==> src/rtl/maxpool_stage.sv <==
// maxpool_stage
// Reads the IN_W x IN_W layer-0 feature map from the shared result memory,
// applies 2x2 / stride-2 max pooling and writes the (IN_W/2) x (IN_W/2)
// layer-1 map back to the same memory. One output takes six cycles:
// four tap reads, one cycle to absorb the last read's data, one write.
//
// Ports:
//   clk       in   clock, rising edge
//   reset     in   asynchronous active-low reset
//   start     in   one-cycle request to pool the whole map (IDLE only)
//   busy      out  high while a map is being processed
//   done      out  one-cycle pulse after the last write
//   crd       out  read strobe, data returns on cdata_rd one cycle later
//   caddr_rd  out  read address
//   cdata_rd  in   read data (signed)
//   cwr       out  write strobe
//   caddr_wr  out  write address
//   cdata_wr  out  write data (pooled maximum)
//   csel      out  memory bank select
module maxpool_stage #(
  parameter int          DW     = 20,
  parameter int          IN_W   = 64,
  parameter int          AW     = 12,
  parameter logic [2:0]  RD_SEL = 3'b001,
  parameter logic [2:0]  WR_SEL = 3'b011
) (
  input  logic          clk,
  input  logic          reset,
  input  logic          start,
  output logic          busy,
  output logic          done,
  output logic          crd,
  output logic [AW-1:0] caddr_rd,
  input  logic [DW-1:0] cdata_rd,
  output logic          cwr,
  output logic [AW-1:0] caddr_wr,
  output logic [DW-1:0] cdata_wr,
  output logic [2:0]    csel
);

  // Bits needed for an output-map row/column index.
  localparam int HW = $clog2(IN_W / 2);

  typedef enum logic [2:0] {
    ST_IDLE  = 3'd0,
    ST_READ  = 3'd1,
    ST_LAST  = 3'd2,
    ST_WRITE = 3'd3,
    ST_DONE  = 3'd4
  } state_t;

  // Input address of tap k of output (r, c): row 2r / 2r+1, column 2c / 2c+1.
  function automatic logic [AW-1:0] rd_addr_f(input logic [HW-1:0] r,
                                               input logic [HW-1:0] c,
                                               input logic [1:0]    k);
    logic [AW-1:0] base;
    base = (AW'(r) << (HW + 2)) | (AW'(c) << 1);
    rd_addr_f = base + (k[1] ? AW'(IN_W) : {AW{1'b0}}) + {{(AW-1){1'b0}}, k[0]};
  endfunction

  // Output-map address of output (r, c).
  function automatic logic [AW-1:0] wr_addr_f(input logic [HW-1:0] r,
                                              input logic [HW-1:0] c);
    wr_addr_f = (AW'(r) << HW) | AW'(c);
  endfunction

  state_t          state_r, state_nxt_s;
  logic [HW-1:0]   r_r, r_nxt_s;
  logic [HW-1:0]   c_r, c_nxt_s;
  logic [1:0]      k_r, k_nxt_s;
  logic [DW-1:0]   max_r, max_nxt_s;

  logic            busy_r, busy_nxt_s;
  logic            done_r, done_nxt_s;
  logic            crd_r, crd_nxt_s;
  logic            cwr_r, cwr_nxt_s;
  logic [2:0]      csel_r, csel_nxt_s;
  logic [AW-1:0]   caddr_rd_r, caddr_rd_nxt_s;
  logic [AW-1:0]   caddr_wr_r, caddr_wr_nxt_s;
  logic [DW-1:0]   cdata_wr_r, cdata_wr_nxt_s;

  logic            sample_s;

  // Next-state, counter and running-maximum logic.
  always_comb begin
    state_nxt_s = state_r;
    r_nxt_s     = r_r;
    c_nxt_s     = c_r;
    k_nxt_s     = k_r;
    max_nxt_s   = max_r;

    // Data on cdata_rd belongs to the read issued one cycle earlier, so the
    // samples land in READ k=1..3 and in LAST.
    sample_s = ((state_r == ST_READ) && (k_r != 2'd0)) || (state_r == ST_LAST);
    if (sample_s) begin
      if ((state_r == ST_READ) && (k_r == 2'd1)) begin
        max_nxt_s = cdata_rd;
      end else if ($signed(cdata_rd) > $signed(max_r)) begin
        max_nxt_s = cdata_rd;
      end else begin
        max_nxt_s = max_r;
      end
    end else begin
      max_nxt_s = max_r;
    end

    case (state_r)
      ST_IDLE: begin
        if (start) begin
          state_nxt_s = ST_READ;
        end else begin
          state_nxt_s = ST_IDLE;
        end
      end
      ST_READ: begin
        if (k_r == 2'd3) begin
          k_nxt_s     = 2'd0;
          state_nxt_s = ST_LAST;
        end else begin
          k_nxt_s     = k_r + 2'd1;
        end
      end
      ST_LAST: begin
        state_nxt_s = ST_WRITE;
      end
      ST_WRITE: begin
        if (c_r == {HW{1'b1}}) begin
          c_nxt_s = {HW{1'b0}};
          if (r_r == {HW{1'b1}}) begin
            r_nxt_s     = {HW{1'b0}};
            state_nxt_s = ST_DONE;
          end else begin
            r_nxt_s     = r_r + {{(HW-1){1'b0}}, 1'b1};
            state_nxt_s = ST_READ;
          end
        end else begin
          c_nxt_s     = c_r + {{(HW-1){1'b0}}, 1'b1};
          state_nxt_s = ST_READ;
        end
      end
      ST_DONE: begin
        state_nxt_s = ST_IDLE;
      end
      default: begin
        state_nxt_s = ST_IDLE;
      end
    endcase
  end

  // Output values for the coming cycle, derived from the next state so that
  // every output can be driven straight from a flop.
  always_comb begin
    busy_nxt_s     = 1'b0;
    done_nxt_s     = 1'b0;
    crd_nxt_s      = 1'b0;
    cwr_nxt_s      = 1'b0;
    csel_nxt_s     = 3'b000;
    caddr_rd_nxt_s = caddr_rd_r;
    caddr_wr_nxt_s = caddr_wr_r;
    cdata_wr_nxt_s = cdata_wr_r;
    case (state_nxt_s)
      ST_READ: begin
        busy_nxt_s     = 1'b1;
        crd_nxt_s      = 1'b1;
        csel_nxt_s     = RD_SEL;
        caddr_rd_nxt_s = rd_addr_f(r_nxt_s, c_nxt_s, k_nxt_s);
      end
      ST_LAST: begin
        busy_nxt_s = 1'b1;
        csel_nxt_s = RD_SEL;
      end
      ST_WRITE: begin
        busy_nxt_s     = 1'b1;
        cwr_nxt_s      = 1'b1;
        csel_nxt_s     = WR_SEL;
        caddr_wr_nxt_s = wr_addr_f(r_nxt_s, c_nxt_s);
        cdata_wr_nxt_s = max_nxt_s;
      end
      ST_DONE: begin
        done_nxt_s = 1'b1;
      end
      default: begin
        busy_nxt_s = 1'b0;
      end
    endcase
  end

  // State, counters, running maximum and registered outputs.
  always_ff @(posedge clk or negedge reset) begin
    if (!reset) begin
      state_r    <= ST_IDLE;
      r_r        <= {HW{1'b0}};
      c_r        <= {HW{1'b0}};
      k_r        <= 2'd0;
      max_r      <= {DW{1'b0}};
      busy_r     <= 1'b0;
      done_r     <= 1'b0;
      crd_r      <= 1'b0;
      cwr_r      <= 1'b0;
      csel_r     <= 3'b000;
      caddr_rd_r <= {AW{1'b0}};
      caddr_wr_r <= {AW{1'b0}};
      cdata_wr_r <= {DW{1'b0}};
    end else begin
      state_r    <= state_nxt_s;
      r_r        <= r_nxt_s;
      c_r        <= c_nxt_s;
      k_r        <= k_nxt_s;
      max_r      <= max_nxt_s;
      busy_r     <= busy_nxt_s;
      done_r     <= done_nxt_s;
      crd_r      <= crd_nxt_s;
      cwr_r      <= cwr_nxt_s;
      csel_r     <= csel_nxt_s;
      caddr_rd_r <= caddr_rd_nxt_s;
      caddr_wr_r <= caddr_wr_nxt_s;
      cdata_wr_r <= cdata_wr_nxt_s;
    end
  end

  assign busy     = busy_r;
  assign done     = done_r;
  assign crd      = crd_r;
  assign cwr      = cwr_r;
  assign csel     = csel_r;
  assign caddr_rd = caddr_rd_r;
  assign caddr_wr = caddr_wr_r;
  assign cdata_wr = cdata_wr_r;

endmodule

==> config.mk <==
export PLATFORM = sky130hd
export DESIGN_NAME = maxpool_stage
export DESIGN_NICKNAME = d
export VERILOG_FILES = /design/src/rtl/maxpool_stage.sv
export SDC_FILE = /design/constraint.sdc
export NUM_CORES = 1
export LEC_CHECK = 0
export CAP_MARGIN = 10
export CORE_MARGIN = 2
export CORE_UTILIZATION = 47
export CTS_CLUSTER_DIAMETER = 80
export DETAILED_ROUTE_END_ITERATION = 8
export PLACE_DENSITY = 0.79
export SYNTH_ARGS = -nofsm -noshare
export SYNTH_HDL_FRONTEND = slang
export SYNTH_SLANG_ARGS = --single-unit
export TNS_END_PERCENT = 1
==> constraint.sdc <==
create_clock -name clk -period 2.4 [get_ports clk]
set_input_delay 0.24 -clock clk [delete_from_list [all_inputs] [get_ports clk]]
set_output_delay 0.24 -clock clk [all_outputs]
set_load 0.02 [all_outputs]
# Yosys cells after proc, flatten, opt, wreduce, memory -nomap -nowiden
# Cells that the tools add are included.
[totals]
regBits = 86
in_bits = 23
elab_cells = 60
[op_classes]
add_sub_neg = 5
n_lt_le_gt_ge = 1
eq_ne = 11
muxes = 21
n_bitwise = 2
reduce_logical = 7
[ops]
columns = ["op", "n"]
rows = [
  ["20-bit 2-to-1 mux", 3],
  ["5-bit 2-to-1 mux", 5],
  ["20-bit greater-than comparator", 1],
  ["12-bit by 1-bit adder with 12-bit output", 1],
  ["12-bit by 7-bit adder with 12-bit output", 1],
  ["3-bit by 2-bit == test with 1-bit output (second input constant)", 4],
  ["12-bit by 6-bit bitwise OR with 12-bit output", 1],
  ["3-bit case mux with 4 select lines", 1],
  ["5-bit by 1-bit adder with 5-bit output (second input constant)", 2],
  ["5-bit == test (second input constant)", 2],
  ["10-bit by 5-bit bitwise OR with 10-bit output", 1],
  ["3-bit 2-to-1 mux", 3],
  ["7-bit 2-to-1 mux", 1],
  ["3-bit by 1-bit == test with 1-bit output (second input constant)", 2],
  ["1-bit 2-to-1 mux", 5],
  ["2-bit 2-to-1 mux", 2],
  ["2-bit case mux with 2 select lines", 1],
  ["3-bit == test (second input constant)", 1],
  ["3-bit zero test", 1],
  ["3-bit OR reduction", 1],
  ["2-bit by 1-bit adder with 2-bit output (second input constant)", 1],
  ["2-bit by 1-bit == test with 1-bit output (second input constant)", 1],
  ["2-bit == test (second input constant)", 1],
  ["1-bit logical AND", 2],
  ["3 further kinds", 3],
]

# Depth between registers and ports, before layout
[logic_depth]
ltp_word = 7
depth_mapped = 11

# Least setup slack after synthesis
# OpenSTA, ideal clock, no wires.
[synth_timing]
path_kind = "register -> register"
from = "reg max_r[19]"
to = "reg max_r[0]"
setup_time_ps = 125
t_arrival_ps = 2223
t_required_ps = 2275
slack_ps = 52
path_stages_with_launch = 12
path_buffers = 2
synth_period_minus_slack_ps = 2348
path_cell_list = "dfrtp_1 inv_1 ha_1 nand4_2 nor4_2 o21a_1 o21ai_1 a31o_1 and2_4 buf_6 buf_6 mux2_4"
[synth_via]
elab_chain_cells = 4
[synth_lines]
columns = ["item", "line_no", "rtl"]
rows = [
  ["from (decl)", "71", "logic [DW-1:0] max_r, max_nxt_s;"],
  ["from (signal assigned)", "195", "max_r <= {DW{1'b0}};"],
  ["from (signal assigned)", "209", "max_r <= max_nxt_s;"],
  ["20-bit greater-than comparator", "98", "end else if ($signed(cdata_rd) > $signed(max_r)) begin"],
  ["20-bit 2-to-1 mux", "98", ""],
  ["20-bit 2-to-1 mux", "96", "if ((state_r == ST_READ) && (k_r == 2'd1)) begin"],
  ["20-bit 2-to-1 mux", "95", "if (sample_s) begin"],
  ["net max_nxt_s[0]", "71", ""],
]
# The timed path passes the listed nets, and every way through them passes these cells.
# A chain may end at the register's enable or synchronous reset.

# Worst setup path after layout
[layout_timing]
from = "reg max_r[15]"
to = "reg max_r[6]"
# The elaborated chain is that of the path after synthesis.

==> results.sh <==
export IMPL_p_leak_nw=2.68
export IMPL_clock_sinks=81
export IMPL_fillers=594
export IMPL_total_power_mw=8.00
export IMPL_gr_total_overflow=0
export IMPL_status="finished, violations left"
export IMPL_hp_class="in -> async"
export IMPL_ios=74
export IMPL_clock_latency_ns=0.36
export IMPL_synth_top_area_share_pct=49.9
export IMPL_drt_iter0_drc=115
export IMPL_clockBufferDepth=2
export IMPL_ir_worst_vdd_mv=0.835
export IMPL_synth_ff_type="dfrtp_1"
export IMPL_cts_root_buffer="clkbuf_8"
export IMPL_period_needed_ns=2.50
export IMPL_synth_area_leaders="dfrtp_1 (50%), ha_1 (8.3%), mux2_4 (7.4%)"
export IMPL_nNetsFinal=559
export IMPL_synthCells=393
export IMPL_place_gp_congestion=0.811
export IMPL_clk_pin_slew_ns=0.09
export IMPL_chipHeight_um=96.9
export IMPL_fin_crit_sh_pct=104
export IMPL_tns_ns=-2.18
export IMPL_synth_seq_cells=81
export IMPL_tightestPinTransition_ns=0.579
export IMPL_crit_arrival_ns=2.75
export IMPL_power_density_nw_per_um2=1430
export IMPL_clock_fmax_mhz=400
export IMPL_portBuffers=70
export IMPL_final_hold_viol_count=0
export IMPL_die_x_um=96.9
export IMPL_num_rows=33
export IMPL_final_common_cell="dfrtp_1"
export IMPL_avgRoutedWirePerCell_um=15.9
export IMPL_synth_area_um2=4060
export IMPL_regArea_um2=2030
export IMPL_die_area_um2=9400
export IMPL_ys_warn_count=0
export IMPL_grt_pass1_wl_um=16200
export IMPL_rsz0062_at_grt="true"
export IMPL_syn_mean_instance_area_um2=10.3
export IMPL_grt_max_degree=44
export IMPL_start_util_pct=48.9
export IMPL_synth_edf_count=0
export IMPL_n_antenna_cell=0
export IMPL_cts_tree="yes"
export IMPL_skew_ns=0.0113
export IMPL_violations="negative setup slack"
export IMPL_slew_headroom_pct=61.4
export IMPL_antenna_found_initial=0
export IMPL_maxSlewViolCount=0
export IMPL_crit_type="reg -> reg"
export IMPL_via_per_inst=5.40
export IMPL_dpl_hpwl_um=6400
export IMPL_grt_pass1_vias=3452
export IMPL_yosys_area_top_type="dfrtp_1"
export IMPL_setup_viol=36
export IMPL_dr_pass1_iters=4
export IMPL_hold_slack_ns=0.416
export IMPL_multi_input_area_um2=1860
export IMPL_remaining_drc_errors=0
export IMPL_coreArea_um2=8300
export IMPL_timing_final_ws_setup_ns=-0.102
export IMPL_antenna_left=0
export IMPL_num_vias=3345
export IMPL_numCtsBuffers=9
export IMPL_gr_usage_all_layers_pct=21.2
export IMPL_synth_seq_area_share_pct=49.9
export IMPL_cp_end_kind="flip-flop"
export IMPL_cp_start_kind="flip-flop"
export IMPL_htreeDepth=3
export IMPL_cp_required_ns=2.65
export IMPL_async_flop_share_pct=100
export IMPL_synth_cell_types=43
export IMPL_final_layout_size_suffix_gt1_share_pct=20.8
export IMPL_mostFrequentLayoutCells="dfrtp_1 (81), clkdlybuf4s50_1 (69), nand2_1 (57)"
export IMPL_drv_cap=0
export IMPL_finish_utilization_pct=67.4
export IMPL_drt_total_wl_um=9850
export IMPL_area_delta_synth_final_pct=37.7
export IMPL_worstPathMaxFanout=8
## layer usage
| metal | up-vias | wire (µm) | global-route usage, % |
|---|---|---|---|
| li1 | 1570 | - | - |
| met1 | 1665 | 4180 | 25.1 |
| met2 | 94 | 5120 | 38.1 |
| met3 | 16 | 434 | 5.13 |
| met4 | 0 | 121 | 6.50 |
| met5 | - | 0 | 0 |
## logic make-up (layout without fill, tap and decap cells)
kind of cell | count (synthesis) | in the layout | share of synthesized area (%)
simple gates | 119 | 119 | 13.5
buf+inv | 61 | 180 | 6.90
mux | 29 | 29 | 9.74
compound gates | 74 | 74 | 11.3
xor+xnor | 1 | 1 | 0.216
flops | 81 | 81 | 49.9
fa+ha+maj | 27 | 27 | 8.32
other cells | 1 | 3 | 0.0924
## through the flow
| stage | cells | instance area (µm²) | setup slack, ns |
|---|---|---|---|
| 2_1_floorplan | 395 | 4070 | 0.0517 |
| 3_3_place_gp | 580 | 5040 | -0.328 |
| 3_5_place_dp | 580 | 5040 | -0.446 |
| 4_1_cts | 613 | 5520 | -0.0328 |
| 5_1_grt | 619 | 5590 | -0.199 |
| 6_report | 619 | 5590 | -0.102 |
## layout make-up
type	instances	area share [%]
timing repair buffer	126	21.6
clock inverter	7	1.81
inverter	38	2.55
tap	105	2.35
sequential	81	36.3
clock buffer	9	2.22
multi-input combinational	253	33.3
## repair_timing
action / 4_1_cts / 5_1_grt
resized for setup: 13 / 7
hold buffers: 1 / 0
setup endpoints to repair: 28 / 49
pin swaps: 10 / 19
endpoints found under the hold margin: 41 / 0
gates cloned: 1 / 0
buffers inserted: 15 / 6
## synth_stat cells (2+ instances only)
master / number
buf_2: 2
nand3_1: 23
o21ai_1: 8
or2_1: 2
o31a_1: 3
a21oi_1: 19
inv_1: 37
buf_4: 5
nand2b_1: 4
buf_6: 4
nand2_1: 57
o21ai_0: 15
mux2i_1: 5
nand3b_1: 2
and3_1: 2
dfrtp_1: 81
mux2_1: 3
mux2_4: 20
clkbuf_1: 12
a31oi_1: 2
ha_1: 27
nand4_1: 4
nor2_1: 18
o211ai_1: 19
## sequential cells by signal, indices dropped and copies added, names as in the netlist
name      flops
c_r           5
caddr_wr     10
r_r           5
max_r        20
k_r           2
caddr_rd     12
crd           1
cdata_wr     20
done          1
state_r       3
csel          2
## critical path, cell delays in order (launching register included)
cell and delay (ns):
dfrtp_1 0.36, inv_1 0.05, ha_1 0.32, nand4_1 0.18, nor4_4 0.32, o21a_1 0.19
a211o_1 0.10, a31o_1 0.16, and2_4 0.24, buf_8 0.16, mux2_4 0.31
## where the power goes
group          switching, mW  internal, mW  total [mW]
sequential             0.365          1.93        2.29
combinational           2.12          2.44        4.55
clock                  0.556         0.599        1.15
total                   3.04          4.96        8.00
## final timing paths
check,startpoint,end,slack (ns),depth (start not counted)
worst max-delay path,max_r[15],max_r[6],-0.10,10
worst min-delay path,reset,cdata_wr[1],0.42,2
worst max register to register,max_r[15],max_r[6],-0.10,10
worst min register to register,caddr_wr[4],caddr_wr[4],0.49,2
max in group asynchronous,reset,state_r[0],1.31,3
min in group clk,caddr_wr[4],caddr_wr[4],0.49,2
No activity file was read; power rests on OpenSTA's default activity.
